`src/rtl/bcd2bin_if.sv`:
```
`default_nettype none
// ============================================================================
// bcd2bin_if : request/result bundle for the BCD-to-binary converter
// Revision   : 1.0
// ============================================================================
interface bcd2bin_if #(
  parameter int DIGITS = 3,
  parameter int BIN_W  = 10
);
  logic                  start;
  logic [4*DIGITS-1:0]   bcd_in;
  logic [BIN_W-1:0]      bin_out;
  logic                  busy;
  logic                  rdy;
  logic                  err;

  modport master (
    output start, bcd_in,
    input  bin_out, busy, rdy, err
  );

  modport slave (
    input  start, bcd_in,
    output bin_out, busy, rdy, err
  );
endinterface
`default_nettype wire

```
`src/rtl/bcd2bin.sv`:
```
`default_nettype none
// ============================================================================
// bcd2bin  : sequential BCD-to-binary converter (reverse double dabble)
// Revision : 1.0
// ============================================================================
module bcd2bin #(
  parameter int DIGITS = 3,
  parameter int BIN_W  = 10
) (
  input  wire logic  clk,
  input  wire logic  rst_n,
  bcd2bin_if.slave   bus
);
  localparam int c_BCD_W = 4 * DIGITS;
  localparam int c_SCR_W = c_BCD_W + BIN_W;
  localparam int c_CNT_W = $clog2(BIN_W + 1);
  localparam logic [c_CNT_W-1:0] c_LAST = c_CNT_W'(BIN_W);

  localparam logic [1:0] c_ST_IDLE   = 2'd0;
  localparam logic [1:0] c_ST_SHIFT  = 2'd1;
  localparam logic [1:0] c_ST_ADJUST = 2'd2;
  localparam logic [1:0] c_ST_DONE   = 2'd3;

  logic [1:0]          r_state;
  logic [c_SCR_W-1:0]  r_scratch;
  logic [c_CNT_W-1:0]  r_cnt;
  logic                r_err_pend;
  logic [BIN_W-1:0]    r_bin_out;
  logic                r_busy;
  logic                r_rdy;
  logic                r_err;

  logic [DIGITS-1:0]   w_digit_bad;
  logic [c_BCD_W-1:0]  w_adj_bcd;

  // Per-digit input validation and the parallel -3 correction of the bcd field
  for (genvar i = 0; i < DIGITS; i++) begin : g_nib
    logic [3:0] w_nib;
    assign w_nib           = r_scratch[BIN_W + 4*i +: 4];
    assign w_digit_bad[i]  = (bus.bcd_in[4*i +: 4] > 4'd9);
    assign w_adj_bcd[4*i +: 4] = (w_nib >= 4'd8) ? (w_nib - 4'd3) : w_nib;
  end

  always_ff @(posedge clk or negedge rst_n) begin
    if (!rst_n) begin
      r_state    <= c_ST_IDLE;
      r_scratch  <= '0;
      r_cnt      <= '0;
      r_err_pend <= 1'b0;
      r_bin_out  <= '0;
      r_busy     <= 1'b0;
      r_rdy      <= 1'b0;
      r_err      <= 1'b0;
    end else begin
      case (r_state)
        c_ST_IDLE: begin
          r_rdy <= 1'b0;
          if (bus.start) begin
            r_busy <= 1'b1;
            if (|w_digit_bad) begin
              r_err_pend <= 1'b1;
              r_state    <= c_ST_DONE;
            end else begin
              r_err_pend <= 1'b0;
              r_scratch  <= {bus.bcd_in, {BIN_W{1'b0}}};
              r_cnt      <= '0;
              r_state    <= c_ST_SHIFT;
            end
          end
        end
        c_ST_SHIFT: begin
          r_scratch <= r_scratch >> 1;
          r_cnt     <= r_cnt + 1'b1;
          r_state   <= c_ST_ADJUST;
        end
        c_ST_ADJUST: begin
          r_scratch <= {w_adj_bcd, r_scratch[BIN_W-1:0]};
          r_state   <= (r_cnt == c_LAST) ? c_ST_DONE : c_ST_SHIFT;
        end
        c_ST_DONE: begin
          r_rdy   <= 1'b1;
          r_busy  <= 1'b0;
          r_state <= c_ST_IDLE;
          if (r_err_pend) begin
            r_bin_out <= '0;
            r_err     <= 1'b1;
          end else begin
            r_bin_out <= r_scratch[BIN_W-1:0];
            r_err     <= 1'b0;
`ifndef SYNTHESIS
            // A fully converted word leaves nothing behind in the bcd field
            assert (r_scratch[c_SCR_W-1:BIN_W] == '0);
`endif
          end
        end
        default: begin
          r_state <= c_ST_IDLE;
          r_busy  <= 1'b0;
          r_rdy   <= 1'b0;
        end
      endcase
    end
  end

  assign bus.bin_out = r_bin_out;
  assign bus.busy    = r_busy;
  assign bus.rdy     = r_rdy;
  assign bus.err     = r_err;
endmodule
`default_nettype wire

```
`src/flat_wrapper.sv`:
```
// flat-port wrapper written by rule: the top's interface ports become plain ports
module bcd2bin_flat 
#(
  parameter int DIGITS = 3,
  parameter int BIN_W  = 10
)
  (clk, rst_n, bus_start, bus_bcd_in, bus_bin_out, bus_busy, bus_rdy, bus_err);
  bcd2bin_if #(.DIGITS(DIGITS), .BIN_W(BIN_W)) bus_i ();
  input  wire logic clk;
  input  wire logic rst_n;
  input wire logic [$bits(bus_i.start)-1:0] bus_start;
  input wire logic [$bits(bus_i.bcd_in)-1:0] bus_bcd_in;
  output wire logic [$bits(bus_i.bin_out)-1:0] bus_bin_out;
  output wire logic [$bits(bus_i.busy)-1:0] bus_busy;
  output wire logic [$bits(bus_i.rdy)-1:0] bus_rdy;
  output wire logic [$bits(bus_i.err)-1:0] bus_err;
  assign bus_i.start = bus_start;
  assign bus_i.bcd_in = bus_bcd_in;
  assign bus_bin_out = bus_i.bin_out;
  assign bus_busy = bus_i.busy;
  assign bus_rdy = bus_i.rdy;
  assign bus_err = bus_i.err;
  bcd2bin #(.DIGITS(DIGITS), .BIN_W(BIN_W)) u_core (.clk(clk), .rst_n(rst_n), .bus(bus_i));
endmodule
```
`config.mk`:
```
export PLATFORM = sky130hd
export DESIGN_NAME = bcd2bin_flat
export DESIGN_NICKNAME = d
export VERILOG_FILES = /design/src/rtl/bcd2bin_if.sv /design/src/rtl/bcd2bin.sv /design/src/flat_wrapper.sv
export SDC_FILE = /design/constraint.sdc
export NUM_CORES = 1
export LEC_CHECK = 0
export ABC_AREA = 1
export CORE_MARGIN = 2
export CORE_UTILIZATION = 50
export CTS_CLUSTER_SIZE = 24
export DETAILED_ROUTE_END_ITERATION = 7
export PLACE_DENSITY_LB_ADDON = 0.05
export RECOVER_POWER = 100
export SETUP_SLACK_MARGIN = 0.5
export SYNTH_ARGS = -nofsm -noshare
export SYNTH_HDL_FRONTEND = slang
export SYNTH_SLANG_ARGS = --single-unit
export TNS_END_PERCENT = 30
```
`constraint.sdc`:
```
create_clock -name clk -period 1.98 [get_ports clk]
set_input_delay 0.198 -clock clk [delete_from_list [all_inputs] [get_ports clk]]
set_output_delay 0.198 -clock clk [all_outputs]
set_load 0.05 [all_outputs]
```
==> Yosys cells after proc, flatten, opt, wreduce, memory -nomap -nowiden <==
Index checks and enable logic that the tools add are counted.
{ "classes": {"n_addsub": 4, "n_mul": 0, "div": 0, "n_lt_le_gt_ge": 6, "n_eq_ne": 9, "shifts": 0, "mux": 19, "bitwise": 1, "n_reduce_logical": 12} }
{ "op_table": {"columns": ["cell", "n"], "rows": [
  ["$pmux 22 s3", 1],
  ["$mux 22", 2],
  ["$mux 4", 5],
  ["$reduce_and 4->1", 4],
  ["$ge 4x4->1 const B", 3],
  ["$gt 4x4->1 const B", 3],
  ["$sub 4x2->4 const B", 3],
  ["$mux 10", 1],
  ["$pmux 2 s4", 1],
  ["$pmux 4 s2", 1],
  ["$mux 2", 3],
  ["$ne 2x1->1 const B", 3],
  ["$add 4x1->4 const B", 1],
  ["$eq 2x2->1 const B", 2],
  ["$eq 4x4->1 const B", 1],
  ["$ne 2x2->1 const B", 2],
  ["$pmux 1 s2", 2],
  ["$reduce_and 2->1", 2],
  ["$reduce_bool 2->1", 2],
  ["$mux 1", 3],
  ["$reduce_and 3->1", 1],
  ["$reduce_bool 3->1", 1],
  ["$reduce_or 3->1", 1],
  ["$eq 2x1->1 const B", 1],
  ["2 further kinds", 2]
]} }
{ "totals": {"ff_bits": 42, "latchBits": 0, "ram_bits": 0, "romBits": 0, "inputBits": 15, "out_inout_bits": 13, "word_cells": 62, "n_memories": 0} }

==> Longest topological paths before layout <==
{ "logic_depth": {"depth_word": 5, "ltp_mapped": 9, "depth_no_buf": 9} }

==> Worst setup path after synthesis <==
No wires, ideal clock.
{ "synth_path": {"path_type": "flip-flop to flip-flop", "start": "register u_core.r_state[0]", "end": "register u_core.r_scratch[18]", "setup_ps": 117, "arrival_time_ps": 1345, "required_ps": 1863, "path_slack_ps": 518, "stages_incl_launch_ff": 10, "path_buffers": 0, "period_less_slack_ps": 1462, "path_cell_list": "dfrtp_1 -> inv_1 -> ha_1 -> inv_2 -> nand2_4 -> nor2_4 -> a21oi_4 -> nand3_2 -> nand2_1 -> nand2_1"} }
{ "synth_between": {"elab_chain_len": 3, "word_cells_on_any_way": 9, "classes_between": "eq/ne: 5; mux: 1; reduce/logical: 3"} }
{ "synth_rtl": {"columns": ["element", "line", "source"], "rows": [
  ["start: declaration", "bcd2bin.sv:24", "logic [1:0] r_state;"],
  ["start signal: assignment", "bcd2bin.sv:46", "r_state <= c_ST_IDLE;"],
  ["start signal: assignment", "bcd2bin.sv:62", "r_state <= c_ST_DONE;"],
  ["start signal: assignment", "bcd2bin.sv:67", "r_state <= c_ST_SHIFT;"],
  ["$eq 2x2->1 (tied with other cells)", "bcd2bin.sv:55", "case (r_state)"],
  ["$ne 2x1->1 (no line) (tied with other cells)", null, null],
  ["$reduce_and 4->1 (no line)", null, null],
  ["end signal: assignment", "bcd2bin.sv:65", "r_scratch <= {bus.bcd_in, {BIN_W{1'b0}}};"],
  ["end signal: assignment", "bcd2bin.sv:72", "r_scratch <= r_scratch >> 1;"],
  ["end signal: assignment", "bcd2bin.sv:77", "r_scratch <= {w_adj_bcd, r_scratch[BIN_W-1:0]};"],
  ["end: declaration", "bcd2bin.sv:25", "logic [c_SCR_W-1:0] r_scratch;"]
]} }
Parallel ways exist; a longest one is shown, timed or not.
A chain may end at the register's enable or synchronous reset.

==> Worst setup path after layout <==
{ "layout_path": {"start": "register u_core.r_state[0]", "end": "register u_core.r_scratch[5]"} }
{ "layout_between": {"elab_chain_len": 3, "word_cells_on_any_way": 9, "classes_between": "eq/ne: 4; mux: 1; bitwise: 1; reduce/logical: 3"} }
{ "layout_rtl": {"columns": ["element", "line"], "rows": [
  ["$logic_not 2->1 (tied with other cells)", "bcd2bin.sv:55"],
  ["$ne 2x2->1 (no line) (tied with other cells)", null],
  ["$reduce_and 4->1 (no line)", null]
]} }
Parallel ways exist; a longest one is shown, timed or not.

==> flow_metrics.py <==
metrics = {
    "grt": {
        "antenna_found_initial": 0,
        "globalRoute.busiestLayer": "met2",
        "grt_pass1_wl_um": 9650,
        "use_met1_pct": 34.4,
        "grt_overflow_total": 0,
        "grt_pass1_vias": 1974,
        "grt_util_met2_pct": 35.3,
        "grt_max_degree": 24,
        "use_met3_pct": 4.53,
        "grtUsageTotal_pct": 23.4,
    },
    "timing": {
        "whs_ns": 0.484,
        "hold_viol": 0,
        "fin_worst_skew_ns": 0.00672,
        "fmax_mhz": 608,
        "finalMaxSlewViolations": 0,
        "rsz0062_at_grt": "true",
        "slew_headroom_pct": 13.6,
        "setup_violations": 0,
        "finalSetupTns_ns": 0,
        "layout_min_cycle_time_ns": 1.64,
        "worstMarginPinSlew_ns": 1.30,
        "timing.final.crit_share_pct": 83.0,
    },
    "synthesis": {
        "synthFlopType": "dfrtp_1",
        "syn_area_mm2": 0.00240,
        "async_flop_share_pct": 100,
        "yosysWarnings": 0,
        "synth_top_area_cell": "dfrtp_1",
        "synth_area_leaders": "dfrtp_1 (44%), nand2_1 (15%), ha_1 (6.2%)",
        "synth_nets": 322,
        "ys_types": 32,
        "postSynthCellCount": 295,
        "synth-edff-count": 0,
        "synth_seq_cells": 42,
        "ys_seq_area_share_pct": 43.7,
        "netlist_top_cells_count": "nand2_1 (94), dfrtp_1 (42), inv_1 (30), nand3_1 (24)",
        "yosysMostFrequentCell": "nand2_1",
        "synth.avg_cell_area_um2": 8.15,
        "yosysTopAreaCellShare_pct": 43.7,
    },
    "detailed_routing": {
        "postRouteAntennaNets": 0,
        "drc_errors": 0,
        "drt_wl_total_um": 5660,
        "vias": 2085,
        "post_drt_wl_per_cell_um": 14.3,
        "vias_per_cell": 5.28,
        "drt-initial-drc-count": 144,
        "firstDrtPassIters": 4,
    },
    "setup_path": {
        "cpPeakStageDelay_ns": 0.40,
        "path_class": "flip-flop to flip-flop",
        "worstPathCellList": "inv_1 > ha_1 > buf_4 > nand2_2 > buf_4 > nand4_1 > nand2_1",
        "crit_slowest_cell": "dfrtp_1",
        "crit_path_frequent_cell": "buf_4",
        "critPathMaxFanout": 10,
        "r2r_slack_ns": 0.34,
        "arrival_ns": 1.84,
        "cpLargestDelayFamily": "buffers and inverters",
        "cp-start-kind": "flip-flop",
        "endpoint_kind": "flip-flop",
        "timing.critical_path.buf_inv": 3,
        "worstPathRequired_ns": 2.18,
    },
    "final_layout": {
        "drive_gt1_share_pct": 15.2,
        "syn2layout_area_growth_pct": 24.2,
        "n_antenna_cell": 0,
        "fin_nets": 367,
        "final_cells": 395,
    },
    "power_and_ir_drop": {
        "power_leakage_nw": 1.56,
        "p_per_area_mw_per_mm2": 1670,
        "worst_ir_drop_vdd_mv": 1.01,
        "total_power_mw": 4.97,
    },
    "floorplan": {
        "core_area_mm2": 0.00469,
        "fp-row-count": 25,
        "dieWidth_um": 73.3,
        "start_util_pct": 51.2,
        "dieHeight_um": 73.3,
        "dieArea_mm2": 0.00538,
        "io_pins": 28,
    },
    "placed_design": {
        "numPortBuffers": 27,
        "dpl.hpwl_um": 3800,
        "dp_cells": 376,
        "gp_congestion": 0.878,
    },
    "run": {
        "max_cap_violations": 0,
    },
    "clock_tree": {
        "clockBufferDepth": 2,
        "numCtsBuffers": 5,
        "cts-root-buf": "clkbuf_8",
        "clk_latency_ns": 0.30,
        "htreeDepth": 2,
        "cts_tree": "done",
        "path_clk_slew_ns": 0.09,
        "clock-sinks": 42,
    },
    "status": {
        "outcome": "finished clean",
    },
    "worst_hold_path": {
        "hold_path.class": "flip-flop to flip-flop",
    },
}
==> area by class of cell <==
class / count / area, um^2
Sequential cell: 42 / 1050
Inverter: 36 / 145
Tap cell: 54 / 67.6
Fill cell: 420 / 1710
Clock inverter: 3 / 43.8
Timing Repair Buffer: 49 / 413
Clock buffer: 5 / 68.8
Multi-Input combinational cell: 206 / 1200
==> report_power, final <==
part           switching (mW)  total [mW]  internal [mW]
logic                    1.82        2.97           1.15
clock network           0.323       0.701          0.378
registers               0.211        1.31           1.10
total                    2.35        4.97           2.62
==> metrics by stage <==
step	setup WS (ns)	util [%]	instance area (um^2)
2_1_floorplan	0.518	-	2400
3_3_place_gp	0.216	59.1	2770
3_5_place_dp	0.228	59.1	2770
4_1_cts	0.313	64.0	3000
5_1_grt	0.206	63.6	2990
6_report	0.336	63.6	2990
==> worst min-delay path, delay by kind of cell (launching register included) <==
| kind | cells | cell delay [ns] |
|---|---|---|
| flip-flops | 1 | 0.35 |
| AND/OR/NAND/NOR | 2 | 0.11 |
==> placed cells by master, fill, tap and decap left out, drive strengths merged <==
cell	count
ha	12
o22ai	1
a22oi	1
a31oi	1
bufinv	1
nand4	11
nand3	28
inv	36
nor2	13
nand3b	1
o21ai	5
xor2	1
clkbuf	16
o221ai	3
a21oi	16
dfrtp	42
nand2	97
buf	19
clkdlybuf4s50	13
or2	1
o211ai	4
a22o	10
clkinv	2
xnor2	1
dlygate4sd2	5
dlygate4sd3	1
==> layer usage <==
| layer | part of all wire [%] | vias up |
|---|---|---|
| met4 | 1.4 | 0 |
| met5 | 0 | - |
| met3 | 5.5 | 8 |
| met1 | 49 | 970 |
| li1 | - | 1057 |
| met2 | 44 | 50 |
==> final timing paths <==
kind / startpoint / endpoint / cells past startpoint
max in group asynchronous: rst_n / u_core.bus.bin_out[4] / 2
min in group asynchronous: rst_n / u_core.r_scratch[0] / 2
worst min register to register: u_core.r_scratch[20] / u_core.r_scratch[20] / 2
worst max-delay path: u_core.r_state[0] / u_core.r_scratch[5] / 7
worst min-delay path: u_core.r_scratch[20] / u_core.r_scratch[20] / 2
worst max register to register: u_core.r_state[0] / u_core.r_scratch[5] / 7
==> registers in the layout, indices dropped and copies added, names as in the netlist <==
name,count
u_core.bus.bin_out,10
u_core.bus.busy,1
u_core.bus.err,1
u_core.bus.rdy,1
u_core.r_cnt,4
u_core.r_err_pend,1
u_core.r_scratch,22
u_core.r_state,2
==> kinds of logic (layout without fill, tap and decap cells) <==
kind of cell,count (synthesis),count (layout),share of synthesized area [%]
AND/OR/NAND/NOR,151,151,28.4
buffers and inverters,47,93,8.12
flip-flops,42,42,43.7
AO/OA/AOI/OAI,41,41,12.8
adder cells (fa/ha/maj),12,12,6.25
XOR/XNOR,2,2,0.729
==> timing repair <==
action | 4_1_cts | 5_1_grt
pin swaps | 5 | 2
buffers inserted | 6 | 4
hold buffers | 1 | 0
resized for setup | 20 | 10
hold endpoints to repair | 22 | 0
endpoints found under the setup margin | 36 | 35
No activity file was read; power rests on OpenSTA's default activity.
